## config.mk

```make
export PLATFORM = sky130hd
export DESIGN_NAME = pattern_scan_arb
export DESIGN_NICKNAME = d
export VERILOG_FILES = /design/src/rtl/pattern_scan_arb.sv
export SDC_FILE = /design/constraint.sdc
export NUM_CORES = 1
export LEC_CHECK = 0
export ABC_CLOCK_PERIOD_IN_PS = 4550
export CAP_MARGIN = 15
export CELL_PAD_IN_SITES_DETAIL_PLACEMENT = 1
export CELL_PAD_IN_SITES_GLOBAL_PLACEMENT = 2
export CORE_MARGIN = 2
export CORE_UTILIZATION = 34
export CTS_CLUSTER_DIAMETER = 150
export DETAILED_ROUTE_END_ITERATION = 8
export PLACE_DENSITY = 0.87
export SYNTH_ARGS = -nofsm -noshare
export SYNTH_HDL_FRONTEND = slang
export SYNTH_SLANG_ARGS = --single-unit
```

## constraint.sdc

```tcl
create_clock -name clk -period 4.55 [get_ports clk]
set_clock_uncertainty 0.2 [all_clocks]
set_input_delay 0.455 -clock clk [delete_from_list [all_inputs] [get_ports clk]]
set_output_delay 0.455 -clock clk [all_outputs]
set_load 0.01 [all_outputs]
```

## src/rtl/pattern_scan_arb.sv

```systemverilog
// Two-requester arbiter around one shared serial "001" detector; counts matches per 8-bit word.
// Optional: define ROUND_ROBIN_EN for round-robin arbitration (default: requester 0 has fixed priority).
module pattern_scan_arb (
    input  logic       clk,
    input  logic       reset,
    input  logic       req0,
    input  logic [7:0] data0,
    input  logic       req1,
    input  logic [7:0] data1,
    output logic       ack0,
    output logic       ack1,
    output logic [2:0] count,
    output logic       busy
);

    localparam int unsigned DATA_W = 8;
    localparam int unsigned CNT_W  = 3;
    localparam int unsigned BIT_W  = 3;

    typedef enum logic [1:0] {IDLE, SHIFT, FLUSH, DONE} state_t;
    typedef enum logic [1:0] {S0, S1, S2, S3} det_t;

    state_t              state, state_next;
    det_t                det, det_next;
    logic [DATA_W-1:0]   shreg;
    logic [BIT_W-1:0]    bitcnt;
    logic [CNT_W-1:0]    acc;
    logic                owner;
    logic                grant1;
    logic                load, shift_en, flush, match;
`ifdef ROUND_ROBIN_EN
    logic                last_owner;
`endif

    // Controller and detector next-state, plus datapath strobes.
    always_comb begin
        state_next = state;
        det_next   = det;
        load       = 1'b0;
        shift_en   = 1'b0;
        flush      = 1'b0;
`ifdef ROUND_ROBIN_EN
        grant1     = req1 && (!req0 || !last_owner);
`else
        grant1     = req1 && !req0;
`endif
        match      = ((state == SHIFT) || (state == FLUSH)) && (det == S3);
        case (state)
            IDLE: begin
                if (req0 || req1) begin
                    load       = 1'b1;
                    det_next   = S0;
                    state_next = SHIFT;
                end
            end
            SHIFT: begin
                shift_en = 1'b1;
                case (det)
                    S0:      det_next = shreg[DATA_W-1] ? S0 : S1;
                    S1:      det_next = shreg[DATA_W-1] ? S0 : S2;
                    S2:      det_next = shreg[DATA_W-1] ? S3 : S2;
                    default: det_next = S0;
                endcase
                if (bitcnt == BIT_W'(DATA_W - 1)) begin
                    state_next = FLUSH;
                end
            end
            FLUSH: begin
                flush      = 1'b1;
                det_next   = S0;
                state_next = DONE;
            end
            default: begin
                state_next = IDLE;
            end
        endcase
    end

    always_ff @(posedge clk or negedge reset) begin
        if (!reset) begin
            state <= IDLE;
            det   <= S0;
        end else begin
            state <= state_next;
            det   <= det_next;
        end
    end

    // Shift register, accumulator and registered outputs.
    always_ff @(posedge clk or negedge reset) begin
        if (!reset) begin
            shreg  <= '0;
            bitcnt <= '0;
            acc    <= '0;
            owner  <= 1'b0;
            count  <= '0;
            ack0   <= 1'b0;
            ack1   <= 1'b0;
            busy   <= 1'b0;
`ifdef ROUND_ROBIN_EN
            last_owner <= 1'b1;
`endif
        end else begin
            busy <= (state_next != IDLE);
            ack0 <= flush && !owner;
            ack1 <= flush && owner;
            if (load) begin
                shreg  <= grant1 ? data1 : data0;
                bitcnt <= '0;
                acc    <= '0;
                owner  <= grant1;
`ifdef ROUND_ROBIN_EN
                last_owner <= grant1;
`endif
            end
            if (shift_en) begin
                shreg  <= {shreg[DATA_W-2:0], 1'b0};
                bitcnt <= bitcnt + BIT_W'(1);
                acc    <= acc + CNT_W'(match);
            end
            if (flush) begin
                count <= acc + CNT_W'(match);
            end
        end
    end

endmodule

```

== After elaboration in Yosys (flattened, before gate mapping) ==
Index checks and enable logic that the tools add are counted.

* Flip-flop bits (word level): 25
* Input bits: 20
* Output and inout port bits: 6
* Logic and storage cells: 52

* Add/subtract/negate cells: 2
* Equality and inequality tests: 7
* Mux-type cells: 19
* Reduce and logical (&&, ||, !) cells: 14

{| class="wikitable"
|+ Operators by type and width
! cell !! count
|-
| $mux 8 || 3
|-
| $pmux 2 s3 || 3
|-
| $mux 3 || 3
|-
| $mux 2 || 4
|-
| $eq 2x2->1 const B || 3
|-
| $mux 1 || 6
|-
| $eq 2x1->1 const B || 2
|-
| $logic_and 1x1->1 || 4
|-
| $logic_not 2->1 || 2
|-
| $reduce_bool 2->1 || 2
|-
| $add 3x1->3 || 1
|-
| $add 3x1->3 const B || 1
|-
| $eq 3x3->1 const B || 1
|-
| $reduce_bool 3->1 || 1
|-
| $logic_not 1->1 || 2
|-
| $logic_or 1x1->1 || 2
|-
| $ne 2x2->1 const B || 1
|-
| $reduce_and 2->1 || 1
|}

== Depth between registers and ports, before layout ==
* Depth in word-level cells: 5
* Mapped depth: 8
* Depth with buffers taken out: 8

== Worst setup path before layout ==
OpenSTA, ideal clock, no wires.

* Path type: flip-flop to flip-flop
* From: register state[0]
* To: register count[1]
* Setup time: 125 ps
* Arrival time: 1588 ps
* Data required time: 4225 ps
* Path slack: 2638 ps
* Stages on the path, launching flop included: 7
* Path buffers: 0
* Period minus slack after synthesis: 1912 ps
* Cell sequence: dfrtp_1 inv_1 ha_1 and3_1 ha_1 ha_1 mux2_2

* Longest elaborated chain between the ends: 4
* Elaborated cells on any way between the ends: 6
* Those cells by class: add/sub: 1; eq/ne: 2; mux: 1; reduce/logical: 2

{| class="wikitable"
|+ Ends and longest elaborated chain
! element !! line !! source
|-
| start: declaration || 23 || <nowiki>state_t state, state_next;</nowiki>
|-
| start signal: assignment || 84 || <nowiki>state <= state_next;</nowiki>
|-
| $eq 2x1->1 / $eq 2x2->1 (equally long branches) || 47, 48 ||
|-
| $logic_or 1x1->1 || 47 || <nowiki>match = ((state == SHIFT) || (state == FLUSH)) && (det == S3);</nowiki>
|-
| $logic_and 1x1->1 || 47 ||
|-
| $add 3x1->3 || 122 || <nowiki>count <= acc + CNT_W'(match);</nowiki>
|-
| end signal: assignment || 122 ||
|-
| end: declaration || 12 || <nowiki>output logic [2:0] count,</nowiki>
|}

Parallel ways exist; a longest one is shown, timed or not.
A chain may end at the register's enable or synchronous reset.

== Worst setup path in the final report ==
* From: register state[1]
* To: register acc[2]

* Longest elaborated chain between the ends: 5
* Elaborated cells on any way between the ends: 10
* Those cells by class: add/sub: 1; eq/ne: 2; mux: 3; reduce/logical: 4

{| class="wikitable"
|+ Ends and longest elaborated chain
! element !! line !! source
|-
| $eq 2x1->1 / $eq 2x2->1 (equally long branches) || 47, 48 ||
|-
| $logic_or 1x1->1 || 47 ||
|-
| $logic_and 1x1->1 || 47 ||
|-
| $add 3x1->3 || 119 || <nowiki>acc <= acc + CNT_W'(match);</nowiki>
|-
| $mux 3 || 116 || <nowiki>if (shift_en) begin</nowiki>
|-
| end signal: assignment || 119 ||
|-
| end: declaration || 27 || <nowiki>logic [CNT_W-1:0] acc;</nowiki>
|}

Parallel ways exist; a longest one is shown, timed or not.

==> results list <==
- Endpoints failing hold: 0
- Power per unit of standard cell area: about 550 nW/um^2
- Of the cells placed in the final design, the portion with a size suffix greater than 1 is 0.0851.
- TritonCTS built the clock tree.
- Actual transition at the worst max-transition pin: 0.728 ns
- Number of setup buffers added after CTS: 0
* Setup repair after global routing missed its margin: no
- In this run the core area contains 22 standard-cell rows.
- Leaving out fill and tap cells, the most frequent cells in the layout are sky130_fd_sc_hd__dfrtp_1, sky130_fd_sc_hd__clkdlybuf4s50_1, sky130_fd_sc_hd__nor2_1.
* Arrival time of data at the critical path endpoint: 2.03 ns
- Of the post-synthesis cell area, the part taken by muxes is 0.0438.
* Synth warn: 0
* Mean number of vias per cell: between 5 and 6
* Max cap viols: 0
- The total area inside the core boundary comes to around 3600 um^2.
* Chip Height: 64.8 um
- For the worst-skew pair, the clock arrives at the later sink with an insertion delay of 0.27 ns.
- Setup crit end kind: flop
* Critical path start-end classification: reg -> reg
- Required time reported for the critical path endpoint: 4.52 ns
- Switching power total: 337 uW
* Pin count of the biggest net entering global routing: 26
- Cells traversed along the worst timing path: inv_1 -> ha_1 -> inv_2 -> mux2i_1 -> a21o_1
* Final Max Tran Viols: 0
* H-tree lvl count: 1
- In the routed design, unresolved DRC markers number 0.
- Clock-pin slew was measured on the worst setup and hold paths at 0.09 ns.
- Starting Density: 0.348
- Post-synthesis xor/xnor area fraction: 0.0139
* Global placer's final weighted congestion: just over 0.7
- Of all nets on the critical path, the largest fanout is 20.
- Summing every instance area after synthesis gives ~1300 um^2.
* Number of sinks handled by clock tree synthesis: 25
- Simple-gate area share of the yosys netlist: 0.144
* Switching part of the total: 0.381
- In the final routed layout, each cell accounts on average for 14.1 um.
- Placement Cell Area: 1530 um^2
* Fraction of the mapped netlist area in compound gates: 0.172
- Average instance area after synthesis: 10.9 um^2
- Of the synthesized area, sequential elements account for 0.498.
* Dominant combinational cell family by area after synthesis: compound AO/OA/AOI/OAI gates
* Count of instances resized after the clock tree is built: 0
* Number of setup violations in the final report: 0
- Total wire length: 2670 um
- Across the VDD grid, the largest voltage drop is 0.172 mV.
- The share of total power dissipated in the clock network is 0.152.
- Internal power summed over all cells: 546 uW
- The first detailed-routing pass ran for 2 iterations.
- GRT Total Usage: 0.142
* Overall die width: 64.8 um
* Number of antenna cells inserted: 0
* Number of buffers on the longest clock path: 2
* Worst setup slack after layout: 2.49 ns
* Nets: 170
- Number of DRC violations after detailed-routing iteration 0: 21
- Delay contributed by the slowest stage of the critical path: 0.64 ns
* Gate power share: 0.442
- 26 I/O pins were placed.
- Summing over every cut layer, the via total after detailed routing is between 900 and 1k.
* Arithmetic-cell share of the synthesized area counting full adders, half adders and majority gates: 0.0797
* Port Buffer Count: 25
* Cts bufs inserted: 3
* Setup_tns: 0 ns
- Vias in the first global route: 1059
- Post-route ant nets: 0
- The run finished with clean final reports.
* Wire length of the first global-routing pass: around 4600 um
- Slowest cell on the critical path: sky130_fd_sc_hd__ha_1
- Of the total power, registers draw 0.406.
- Count of different cell masters after synthesis: 33
* Final worst-path cycle share: 0.452
- Number of instances in the synthesized netlist: about 120
* Leakage: 0.000708 uW
- Top achievable clock speed: 0.486 GHz
- Die Area: about 4200 um^2
- Prior to clock tree synthesis, the placed netlist has a worst setup slack of 2.42 ns.
- Clk root buf: sky130_fd_sc_hd__clkbuf_8
- Subtracting the final worst setup slack from the clock period gives 2.06 ns.
* Global route overflow: 0
- Hold bufs inserted after CTS: 0
- STA classifies the critical path startpoint as a flop.
- Summing internal, switching and leakage power gives 883 uW.
- The worst hold path belongs to the class reg -> reg.
- When the netlist entered floorplanning its net count stood at 143.
* Synth-to-layout area growth: 27.5%
* Number of flip-flops and latches in the synthesized netlist: 25
- The worst pin sits at a relative slew slack of 0.515.
* Number of antenna violations at the first check in global routing: 0
* DP HPWL: 2030 um
* Post-route cell area: around 1600 um^2
path summary, 6_finish.rpt:
check | start | slack [ns] | cells after the start | to
setup / recovery | state[1] | 2.49 | 5 | acc[2]
hold / removal | owner | 0.28 | 1 | ack0
setup reg to reg | state[1] | 2.49 | 5 | acc[2]
hold reg to reg | owner | 0.28 | 1 | ack0
max in group asynchronous | reset | 3.33 | 2 | bitcnt[2]
min in group asynchronous | reset | 0.35 | 1 | ack1
state kept, by name (all words and copies together), names as in the netlist:
signal and count:
bitcnt 3, count 3, det 2, acc 3
state 2, ack0 1, ack1 1, owner 1
busy 1, shreg 8
routing by layer:
metal / global-route usage / part of all wire / vias to the layer above
met2: 0.260 / 0.50 / 24
met5: 0 / 0 / -
li1: - / - / 469
met4: 0.0559 / 0.016 / 0
met1: 0.163 / 0.43 / 459
met3: 0.0243 / 0.049 / 5
per-stage QoR:
step	instances	hold slack [ns]	utilization
after floorplan	115	-0.0406	-
after global placement	184	0.266	0.423
after detailed placement	184	0.269	0.423
after CTS	188	0.283	0.437
after global routing	189	0.317	0.444
final	189	0.277	0.444
cell families after synthesis:
logic type      after synthesis
simple gates                 36
mux                           5
flops                        25
buf+inv                       9
xor+xnor                      2
fa+ha+maj                     8
compound gates               30
synthesized netlist by cell type:
library cell | number | area, um^2
sky130_fd_sc_hd__nor2b_1 | 2 | 12.5
sky130_fd_sc_hd__a22o_1 | 4 | 35.0
sky130_fd_sc_hd__or2_2 | 1 | 6.26
sky130_fd_sc_hd__xnor2_1 | 1 | 8.76
sky130_fd_sc_hd__inv_1 | 4 | 15.0
sky130_fd_sc_hd__a21oi_1 | 4 | 20.0
sky130_fd_sc_hd__o2bb2ai_1 | 1 | 8.76
sky130_fd_sc_hd__nand3b_1 | 3 | 22.5
sky130_fd_sc_hd__dfrtp_1 | 25 | 626
sky130_fd_sc_hd__inv_2 | 1 | 3.75
sky130_fd_sc_hd__buf_8 | 1 | 15.0
sky130_fd_sc_hd__xor2_1 | 1 | 8.76
sky130_fd_sc_hd__mux2_2 | 3 | 33.8
sky130_fd_sc_hd__buf_6 | 1 | 11.3
sky130_fd_sc_hd__or2b_4 | 1 | 11.3
sky130_fd_sc_hd__o21a_4 | 1 | 15.0
sky130_fd_sc_hd__ha_1 | 8 | 100
sky130_fd_sc_hd__nor3_1 | 9 | 45.0
sky130_fd_sc_hd__nor2_1 | 13 | 48.8
sky130_fd_sc_hd__nand3_1 | 1 | 5.00
sky130_fd_sc_hd__buf_4 | 2 | 15.0
sky130_fd_sc_hd__mux2i_1 | 1 | 10.0
sky130_fd_sc_hd__and3_1 | 1 | 6.26
sky130_fd_sc_hd__a211o_1 | 1 | 8.76
sky130_fd_sc_hd__and2_1 | 1 | 6.26
sky130_fd_sc_hd__nand2_1 | 3 | 11.3
sky130_fd_sc_hd__nand2b_1 | 1 | 6.26
sky130_fd_sc_hd__o21ai_0 | 1 | 5.00
sky130_fd_sc_hd__a211oi_1 | 7 | 52.6
sky130_fd_sc_hd__o21bai_1 | 1 | 7.51
sky130_fd_sc_hd__a21o_1 | 1 | 7.51
sky130_fd_sc_hd__mux2_1 | 1 | 11.3
sky130_fd_sc_hd__o22ai_1 | 9 | 56.3
power groups by stage:
stage / registers (uW) / clock network (uW) / logic (uW)
floorplan: 354 / 0 / 306
global placement: 358 / 0 / 372
detailed placement: 365 / 0 / 392
CTS: 360 / 140 / 396
global route: 372 / 148 / 444
finish: 359 / 134 / 390
area by class of cell:
class	instances	area, um^2
clock buffers	3	41.3
clock inverters	1	7.51
well taps	48	60.1
inverters	5	18.8
flip-flops and latches	25	626
multi-input cells	81	571
repair buffers	26	278
fillers	415	2000
critical path: cells and delay by family, from the launching register on:
family | cells | cell delay [ns]
compound gates | 1 | 0.18
buf+inv | 2 | 0.35
mux | 1 | 0.18
fa+ha+maj | 1 | 0.64
flops | 1 | 0.42
(Power assumes the default switching activity.)
